**src/rtl/alu_execute_stage.sv**
```systemverilog
// Execute stage: B-operand shifter and ALU behind a two-deep operand/result pipeline,
// feeding the register-file write stage, plus the Z/N/V status register for branches.
module alu_execute_stage #(
    parameter int WIDTH   = 16,
    parameter int REGADDR = 3
) (
    input  logic               clk,
    input  logic               reset_n,
    input  logic               in_valid,
    output logic               in_ready,
    input  logic [WIDTH-1:0]   in_opa,
    input  logic [WIDTH-1:0]   in_opb,
    input  logic [WIDTH-1:0]   in_imm,
    input  logic               in_asel,
    input  logic               in_bsel,
    input  logic [1:0]         in_shift,
    input  logic [1:0]         in_op,
    input  logic [REGADDR-1:0] in_dest,
    input  logic               in_wr,
    input  logic               in_loads,
    output logic               out_valid,
    input  logic               out_ready,
    output logic [WIDTH-1:0]   out_c,
    output logic [REGADDR-1:0] out_writenum,
    output logic               out_write,
    output logic               status_z,
    output logic               status_n,
    output logic               status_v
);
    localparam int MSB = WIDTH - 1;

    typedef struct packed {
        logic [WIDTH-1:0]   a;
        logic [WIDTH-1:0]   b;
        logic [1:0]         op;
        logic [REGADDR-1:0] dest;
        logic               wr;
        logic               loads;
    } s1_t;

    s1_t                r_s1;
    logic               r_s1_valid;
    logic               r_s2_valid;
    logic [WIDTH-1:0]   r_s2_c;
    logic [REGADDR-1:0] r_s2_dest;
    logic               r_s2_wr;
    logic               r_z, r_n, r_v;

    logic               w_s2_free, w_s1_adv, w_accept;
    logic [WIDTH-1:0]   w_b_shift, w_a_sel, w_b_sel;
    logic [WIDTH-1:0]   w_c;
    logic               w_v;

    assign w_s2_free = !r_s2_valid || out_ready;
    assign w_s1_adv  = r_s1_valid && w_s2_free;
    assign in_ready  = !r_s1_valid || w_s2_free;
    assign w_accept  = in_valid && in_ready;

    // Shift happens ahead of the immediate mux, so immediates are never shifted.
    always_comb begin
        w_b_shift = in_opb;
        case (in_shift)
            2'b01:   w_b_shift = {in_opb[MSB-1:0], 1'b0};
            2'b10:   w_b_shift = {1'b0, in_opb[MSB:1]};
            2'b11:   w_b_shift = {in_opb[MSB], in_opb[MSB:1]};
            default: w_b_shift = in_opb;
        endcase
    end

    assign w_a_sel = in_asel ? '0 : in_opa;
    assign w_b_sel = in_bsel ? in_imm : w_b_shift;

    always_comb begin
        w_c = '0;
        w_v = 1'b0;
        case (r_s1.op)
            2'b00: begin
                w_c = r_s1.a + r_s1.b;
                w_v = (r_s1.a[MSB] == r_s1.b[MSB]) && (w_c[MSB] != r_s1.a[MSB]);
            end
            2'b01: begin
                w_c = r_s1.a - r_s1.b;
                w_v = (r_s1.a[MSB] != r_s1.b[MSB]) && (w_c[MSB] != r_s1.a[MSB]);
            end
            2'b10:   w_c = r_s1.a & r_s1.b;
            default: w_c = ~r_s1.b;
        endcase
    end

    always_ff @(posedge clk or negedge reset_n) begin
        if (!reset_n) begin
            r_s1       <= '0;
            r_s1_valid <= 1'b0;
        end else begin
            if (w_accept) begin
                r_s1.a     <= w_a_sel;
                r_s1.b     <= w_b_sel;
                r_s1.op    <= in_op;
                r_s1.dest  <= in_dest;
                r_s1.wr    <= in_wr;
                r_s1.loads <= in_loads;
                r_s1_valid <= 1'b1;
            end else if (w_s1_adv) begin
                r_s1_valid <= 1'b0;
            end
        end
    end

    // Flags load on the same edge the result enters stage 2, so CMP (wr=0) still sets them.
    always_ff @(posedge clk or negedge reset_n) begin
        if (!reset_n) begin
            r_s2_valid <= 1'b0;
            r_s2_c     <= '0;
            r_s2_dest  <= '0;
            r_s2_wr    <= 1'b0;
            r_z        <= 1'b0;
            r_n        <= 1'b0;
            r_v        <= 1'b0;
        end else begin
            if (w_s1_adv) begin
                r_s2_valid <= 1'b1;
                r_s2_c     <= w_c;
                r_s2_dest  <= r_s1.dest;
                r_s2_wr    <= r_s1.wr;
                if (r_s1.loads) begin
                    r_z <= (w_c == '0);
                    r_n <= w_c[MSB];
                    r_v <= w_v;
                end
            end else if (out_ready) begin
                r_s2_valid <= 1'b0;
            end
        end
    end

    assign out_valid    = r_s2_valid;
    assign out_c        = r_s2_c;
    assign out_writenum = r_s2_dest;
    assign out_write    = r_s2_valid && r_s2_wr;
    assign status_z     = r_z;
    assign status_n     = r_n;
    assign status_v     = r_v;

endmodule

```
**config.mk**
```make
export PLATFORM = sky130hd
export DESIGN_NAME = alu_execute_stage
export DESIGN_NICKNAME = d
export VERILOG_FILES = /design/src/rtl/alu_execute_stage.sv
export SDC_FILE = /design/constraint.sdc
export NUM_CORES = 1
export LEC_CHECK = 0
export CAP_MARGIN = 5
export CORE_ASPECT_RATIO = 0.7
export CORE_MARGIN = 10
export CORE_UTILIZATION = 40
export DETAILED_ROUTE_END_ITERATION = 16
export HOLD_SLACK_MARGIN = 0.02
export SLEW_MARGIN = 0
export SYNTH_ARGS = -nofsm -noshare
export SYNTH_HDL_FRONTEND = slang
export SYNTH_SLANG_ARGS = --single-unit
```
**constraint.sdc**
```tcl
create_clock -name clk -period 3 [get_ports clk]
set_input_delay 0.6 -clock clk [delete_from_list [all_inputs] [get_ports clk]]
set_output_delay 0.6 -clock clk [all_outputs]
set_load 0.03 [all_outputs]
```
==> results of run 1 <==
-- area by class of cell --
cell class	instances	area [sq um]
multi-input combinational	446	3140
inverter	29	109
fill	1168	5890
clock buffer	10	239
timing repair buffer	104	1020
tap	162	203
sequential	64	1600
clock inverter	6	92.6
-- timing repair --
| action | in CTS | in global routing |
|---|---|---|
| setup endpoints to repair | 0 | 4 |
| setup buffers | 0 | 1 |
| resized for setup | 0 | 6 |
-- cell families after synthesis --
family,count (synthesis)
and+or+nand+nor,184
AOI/OAI and AO/OA,172
buffers and inverters,64
DFF,64
muxes,49
adders and majority gates,34
xor gates and xnor gates,7
-- state kept, by name (all words and copies together), names as in the netlist --
register and flops:
r_s1 39, r_s1_valid 1, out_writenum 3, out_c 16, status_n 1, out_valid 1, status_z 1, status_v 1
r_s2_wr 1
-- routing by layer --
layer	vias to the layer above	part of all wire (%)	GRT usage, %
li1	2226	-	-
met1	2148	48	22.3
met2	72	47	26.3
met3	14	4.2	3.46
met4	0	0.75	2.82
met5	-	0	0
-- through the flow --
step	utilization, %	instances	instance area, sq um
6_report	52.1	821	6400
5_1_grt	52.1	821	6400
4_1_cts	51.9	820	6370
3_5_place_dp	49.2	804	6040
3_3_place_gp	49.2	804	6040
2_1_floorplan	-	574	4990
-- cells in the final DEF (no fill, tap or decap), types with 4 or more instances in the layout --
master / n
sky130_fd_sc_hd__nand3_1: 11
sky130_fd_sc_hd__clkbuf_16: 9
sky130_fd_sc_hd__buf_4: 15
sky130_fd_sc_hd__nor3_1: 9
sky130_fd_sc_hd__a21o_1: 4
sky130_fd_sc_hd__a21oi_1: 56
sky130_fd_sc_hd__dfrtp_1: 63
sky130_fd_sc_hd__clkdlybuf4s50_1: 86
sky130_fd_sc_hd__a211oi_1: 16
sky130_fd_sc_hd__nor2b_1: 4
sky130_fd_sc_hd__nor2_1: 50
sky130_fd_sc_hd__inv_1: 27
sky130_fd_sc_hd__nand4_1: 5
sky130_fd_sc_hd__mux2_2: 23
sky130_fd_sc_hd__o21bai_1: 5
sky130_fd_sc_hd__nand2b_1: 24
sky130_fd_sc_hd__o21ai_1: 4
sky130_fd_sc_hd__o21ai_0: 39
sky130_fd_sc_hd__nor4_1: 4
sky130_fd_sc_hd__nand2_1: 49
sky130_fd_sc_hd__mux2i_1: 26
sky130_fd_sc_hd__and3_1: 5
sky130_fd_sc_hd__ha_1: 32
sky130_fd_sc_hd__a31oi_1: 7
sky130_fd_sc_hd__xnor2_1: 6
-- critical path: stages (launching register included) --
cell                        delay (ns)
sky130_fd_sc_hd__dfrtp_2          0.42
sky130_fd_sc_hd__inv_1            0.08
sky130_fd_sc_hd__ha_1             0.29
sky130_fd_sc_hd__or2b_1           0.28
sky130_fd_sc_hd__a2111oi_4        0.39
sky130_fd_sc_hd__a211oi_2         0.15
sky130_fd_sc_hd__o311ai_1         0.39
sky130_fd_sc_hd__a21oi_2          0.14
sky130_fd_sc_hd__mux2i_1          0.14
sky130_fd_sc_hd__and3_1           0.19
sky130_fd_sc_hd__mux2_2           0.26
-- power groups by stage --
stage,Combinational (uW),Clock [uW],Sequential (uW)
final,1910,1160,1190
after global routing,2090,1220,1220
after CTS,1910,1180,1190
after detailed placement,1910,0,1210
after global placement,1900,0,1200
after floorplan,1050,0,1390
-- worst max path at each step --
stage | slack, ns | cells after the start | start | to
final | 0.14 | 10 | r_s1[8]$_DFFE_PN0P_ | out_c[15]$_DFFE_PN0P_
after global placement | 0.13 | 10 | r_s1[8]$_DFFE_PN0P_ | out_c[15]$_DFFE_PN0P_
after CTS | 0.08 | 10 | r_s1[8]$_DFFE_PN0P_ | out_c[15]$_DFFE_PN0P_
after global routing | -0.003 | 11 | r_s1[7]$_DFFE_PN0P_ | status_z$_DFFE_PN0P_
after floorplan | 0.43 | 11 | r_s1[7]$_DFFE_PN0P_ | status_z$_DFFE_PN0P_
after detailed placement | 0.12 | 10 | r_s1[8]$_DFFE_PN0P_ | out_c[15]$_DFFE_PN0P_
==> metrics.md, run 1 <==
| Metric | Value |
|---|---|
| Adder-Cell Fraction of Synth Area | 8.83% |
| Standard cell core area | ~12000 sq um |
| Fraction of power consumed by combinational cells | 44.8% |
| Number of enable flip-flop cells after synthesis | 0 |
| Per-instance average area after synthesis | between 8 and 9 sq um |
| GR Util All Layers | 16.3% |
| Clk Tree Root Cell | sky130_fd_sc_hd__clkbuf_16 |
| Net switching fraction of the power | 38.4% |
| Clock period minus worst slack | 2.86 ns |
| Worst reg-to-reg setup slack | approximately 0.14 ns |
| Status | complete, no violations |
| Fraction of the yosys area taken by sequential cells | 32.1% |
| Wire length of the first global-routing pass | 23700 um |
| Detail Route Antenna Nets | 0 |
| Cell type contributing the most total cell area after synthesis | sky130_fd_sc_hd__dfrtp_1 |
| Max-capacitance violation count | 0 |
| Number of global-route vias before repair | 4371 |
| Maximum number of pins on one net before global-route repair | between 70 and 80 |
| Tcrit/Tclk final | 95.3% |
| Number of slew-limit violations in the final report | 0 |
| Initial Utilization | 40.6% |
| Growth of design area from synthesis to finish | 28.3% |
| Power share of the clock group | 27.2% |
| Die Y-Extent | 113 um |
| Port Buffers | 87 |
| Main combinational cell family by area after synthesis | compound AO/OA/AOI/OAI gates |
| Detailed-route via count | 4460 |
| R2R Path End | out_c[15]$_DFFE_PN0P_ |
| Maximum buffer depth of the clock tree | 2 |
| Hold Violations, Final | 0 |
| Power density of the placed cells | 666 nW/um^2 |
| Routed wirelength normalized by instance count | ~18 um |
| Critical path launch point type | flip-flop |
| Dominant synthesized flop cell | sky130_fd_sc_hd__dfrtp_1 |
| Post-layout power | about 4300 uW |
| Detailed-route DRC error count | 0 |
| Worst Reg-to-Reg Cells | 10 |
| Proportion of netlist area held by the largest area contributor | 32.1% |
| Required arrival time at the worst endpoint | 3.22 ns |
| Reg-to-reg startpoint | r_s1[8]$_DFFE_PN0P_ |
| Fraction of registers with async set or reset after synthesis | 100% |
| P_int | roughly 2600 uW |
| Worst IR drop on VDD | 0.385 mV |
| Net switching power | 1640 uW |
| Later-pin clock latency in the skew report | 0.34 ns |
| Fraction of final layout cells with drive strength greater than 1 | 12.3% |
| Pre-CTS setup slack | ~0.12 ns |
| Signal arrival time at the worst endpoint | 3.08 ns |
| Final hold slack | 0.305 ns |
| Cell Rows | 34 |
| Post-Synthesis Cell Area | between 4000 and 5000 sq um |
| GP Congestion | 0.903 |
| Count of different cell masters after synthesis | 75 |
| Total Routed Length | about 14000 um |
| Number of optimization iterations in the first detailed-route pass | 4 |
| Post-cts hold buffer count | 0 |
| Layout Nets | 751 |
| Clock tree from TritonCTS | done |
| Post-synthesis compound-gate area fraction | 23.8% |
| Cell types occupying the most area after synthesis | sky130_fd_sc_hd__dfrtp_1 32%, sky130_fd_sc_hd__ha_1 8.0%, sky130_fd_sc_hd__a21oi_1 5.6%, sky130_fd_sc_hd__mux2i_1 5.2%, sky130_fd_sc_hd__mux2_2 5.2% |
| Most common cell in the netlist | sky130_fd_sc_hd__dfrtp_1 |
| Cell count after synthesis | 574 |
| Type of element capturing the critical path | flip-flop |
| Chip width | 153 um |
| Fraction of synthesized area in multiplexers | 10.4% |
| Diodes inserted | 0 |
| Classification of the worst-slack hold path | input port to async pin |
| Overflow left after global routing | 0 |
| Setup_tns | 0 ns |
| Max Freq | between 300 and 400 MHz |
| PnR worst setup slack | 0.142 ns |
| Clock-pin slew reported for the worst setup and hold paths after clock tree synthesis | 0.06 ns |
| Commonest cells in the synthesized netlist | 64 x sky130_fd_sc_hd__dfrtp_1, 56 x sky130_fd_sc_hd__a21oi_1, 50 x sky130_fd_sc_hd__nand2_1, 50 x sky130_fd_sc_hd__nor2_1, 40 x sky130_fd_sc_hd__o21ai_0 |
| Die area | approximately 17000 sq um |
| Sequential cell fraction of total power | 27.9% |
| Max FO, Critical Path | 5 |
| Leakage component of the power | 0.00275 uW |
| Post-Route Skew | 0.00640 ns |
| Syn nets | 671 |
| Type of the setup path with the least slack | flip-flop to flip-flop |
| I/O Pins | 88 |
| Number of vias per cell after detailed routing | 5.43 |
| Deepest level of the CTS H-tree | 3 |
| Count of yosys warnings during synthesis | 0 |
| Number of buffers inserted during clock tree synthesis | 9 |
| Number of antenna violations at the first check in global routing | 0 |
| Count of final setup violators | 0 |
| Final HPWL from detailed placement | approximately 11000 um |
| Seq cells post-synth | 64 |
| Max_slew headroom | 54.7% |
| Clock sinks | 64 |
| Detailed router's first-iteration violation count | 274 |
| Xor-xnor portion of the synthesized cell area | 1.23% |
| Measured slew at the worst slew-check pin | about 0.68 ns |
| Fraction of the mapped netlist area in simple logic gates | between 10% and 20% |
(Power assumes the default switching activity.)
==> run 2: changes to the inputs <==
Settings changed: MAX_ROUTING_LAYER set to met4.
==> run 2 against run 1 <==
Effect of this change: register-to-register slack hardly changed; count of clock-buffer cells in the layout unchanged; global-route usage increased by 0.78 points; critical endpoint unchanged; largest cell class unchanged; largest power group unchanged.
==> metrics.md, run 2 (synthesized netlist as in run 1, its figures left out) <==
| Metric | Value |
|---|---|
| Status | complete, no violations |
| Max-capacitance violation count | 0 |
| Number of filler instances in the final layout | 1178 |
| Total Routed Length | 14700 um |
| End point of the critical path | out_c[15]$_DFFE_PN0P_ |
| Type of element capturing the critical path | flip-flop |
| Layout Nets | approximately 750 |
| Busiest metal layer after global routing | met2 |
| Cell Chain, Critical Path | inv_1 -> ha_1 -> or2b_1 -> a2111oi_4 -> buf_4 -> a211oi_4 -> o311ai_1 -> a21oi_2 -> mux2i_1 -> and3_1 -> mux2_2 |
| Power density of the placed cells | 652 nW/um^2 |
| Hold Violations, Final | 0 |
| Number of buffers inserted during clock tree synthesis | 9 |
| Count of final setup violators | 0 |
| Die Y-Extent | 113 um |
| Post-cts hold buffer count | 0 |
| Deepest level of the CTS H-tree | 3 |
| Slowest CP cell | sky130_fd_sc_hd__dfrtp_2 |
| Chip width | approximately 150 um |
| Required arrival time at the worst endpoint | between 3 and 4 ns |
| GP Congestion | 0.916 |
| I/O Pins | 88 |
| Maximum number of pins on one net before global-route repair | 38 |
| Number of flip-flops in the largest register | 39 |
| Highest-count cells in the layout ignoring fill and taps | 86 x sky130_fd_sc_hd__clkdlybuf4s50_1, 63 x sky130_fd_sc_hd__dfrtp_1, 55 x sky130_fd_sc_hd__a21oi_1 |
| Detailed-route DRC error count | 0 |
| Standard cell core area | 12300 sq um |
| Fraction of final layout cells with drive strength greater than 1 | between 10 and 15% |
| Register bank with the most flops | r_s1 |
| Family with the most delay on the worst path | compound AO/OA/AOI/OAI gates |
| Post-layout power | 4190 uW |
| Area of combinational cells with multiple inputs | 3170 sq um |
| Start point of the critical path | r_s1[8]$_DFFE_PN0P_ |
| Leakage component of the power | 0.00275 uW |
| Routed wirelength normalized by instance count | around 18 um |
| Max Freq | 350 MHz |
| Detailed-route via count | 4518 |
| GR Util All Layers | 17.1% |
| Overflow left after global routing | 0 |
| Port Buffers | 87 |
| Number of optimization iterations in the first detailed-route pass | 4 |
| Number of logic stages on the critical path including buffering | 11 |
| Clock tree from TritonCTS | done |
| Initial Utilization | 40.6% |
| Number of antenna violations at the first check in global routing | 0 |
| Post-Route Skew | ~0.0095 ns |
| Type of the setup path with the least slack | flip-flop to flip-flop |
| Cell Rows | 34 |
| Wire length of the first global-routing pass | 24000 um |
| Critical path buffer and inverter count | 2 |
| Leading cell type in the layout, fill and taps excluded | sky130_fd_sc_hd__clkdlybuf4s50_1 |
| Reg-to-reg startpoint | r_s1[8]$_DFFE_PN0P_ |
| Clock period minus worst slack | 2.86 ns |
| Die area | 17400 sq um |
| Measured slew at the worst slew-check pin | 0.705 ns |
| Detail Route Antenna Nets | 0 |
| Signal arrival time at the worst endpoint | 3.08 ns |
| R2R Path End | out_c[15]$_DFFE_PN0P_ |
| Worst Reg-to-Reg Cells | 11 |
| Clk Tree Root Cell | sky130_fd_sc_hd__clkbuf_16 |
| Number of slew-limit violations in the final report | 0 |
| Tcrit/Tclk final | 95.3% |
| Worst IR drop on VDD | between 0.5 and 0.6 mV |
| Worst stage delay on the critical path | between 0.4 and 0.5 ns |
| Max_slew headroom | 53.0% |
| Final HPWL from detailed placement | 11700 um |
| Later-pin clock latency in the skew report | 0.34 ns |
| Met1 layer usage reported by global route | 22.6% |
| Critical path launch point type | flip-flop |
| Area taken by flip-flops and latches | roughly 1600 sq um |
| Clock sinks | between 60 and 70 |
| Number of global-route vias before repair | 4530 |
| Global-route met3 utilization | 3.27% |
| Worst reg-to-reg setup slack | about 0.14 ns |
| Max FO, Critical Path | 5 |
| Maximum buffer depth of the clock tree | 2 |
| Detailed router's first-iteration violation count | 190 |
| Clock-pin slew reported for the worst setup and hold paths after clock tree synthesis | approximately 0.060 ns |
| Growth of design area from synthesis to finish | 28.6% |
| Post-layout utilization of the core | a little over half |
| Number of vias per cell after detailed routing | 5.48 |
| Routing usage on met2 | 26.5% |
| Classification of the worst-slack hold path | input port to async pin |
run 2: repair_timing:
item,4_1_cts,5_1_grt
setup endpoints to repair,0,4
gates resized for setup,0,13
hold endpoints to repair,0,0
setup buffers,0,1
run 2: cell type report:
class | instances | share of cell area, %
Sequential cell | 64 | 25.0
Inverter | 29 | 1.70
Antenna cell | 1 | 0.0390
Clock buffer | 10 | 3.57
Multi-Input combinational cell | 446 | 49.4
Tap cell | 162 | 3.16
Timing Repair Buffer | 107 | 16.2
Clock inverter | 6 | 0.936
run 2: how the worst min path moves through the flow:
stage / to
4_1_cts: r_s1[33]$_DFFE_PN0P_
6_report: r_s1[36]$_DFFE_PN0P_
3_5_place_dp: status_v$_DFFE_PN0P_
3_3_place_gp: status_v$_DFFE_PN0P_
5_1_grt: r_s1[35]$_DFFE_PN0P_
2_1_floorplan: out_c[0]$_DFFE_PN0P_
run 2: worst register-to-register path, delay by kind of cell (launching register included):
family	cells	cell delay (ns)
compound gates	4	0.89
mux	2	0.40
fa+ha+maj	1	0.28
flops	1	0.43
simple gates	2	0.47
buf+inv	2	0.27
run 2: stage by stage:
step	instance area [sq um]	setup TNS [ns]	hold WS (ns)	cells	setup WS [ns]
final	6420	0	0.315	825	0.140
after global routing	6410	-0.0358	0.357	824	-0.0358
after CTS	6350	0	0.323	823	0.0621
after detailed placement	6070	0	0.471	807	0.0839
after global placement	6070	0	0.462	807	0.133
after floorplan	4990	0	0.304	574	0.427
run 2: metal layers:
metal,part of all wire [%],up-vias,wire length (um)
met5,0,-,0
met4,1.5,0,216
met3,3.2,24,476
met2,46,81,6730
met1,50,2169,7290
li1,-,2244,-
run 2: report_power, final:
| group | switching [uW] | total (uW) | internal (uW) |
|---|---|---|---|
| clock | 402 | 1040 | 639 |
| sequential | 137 | 1190 | 1050 |
| combinational | 1120 | 1960 | 840 |
| total | 1660 | 4190 | 2530 |
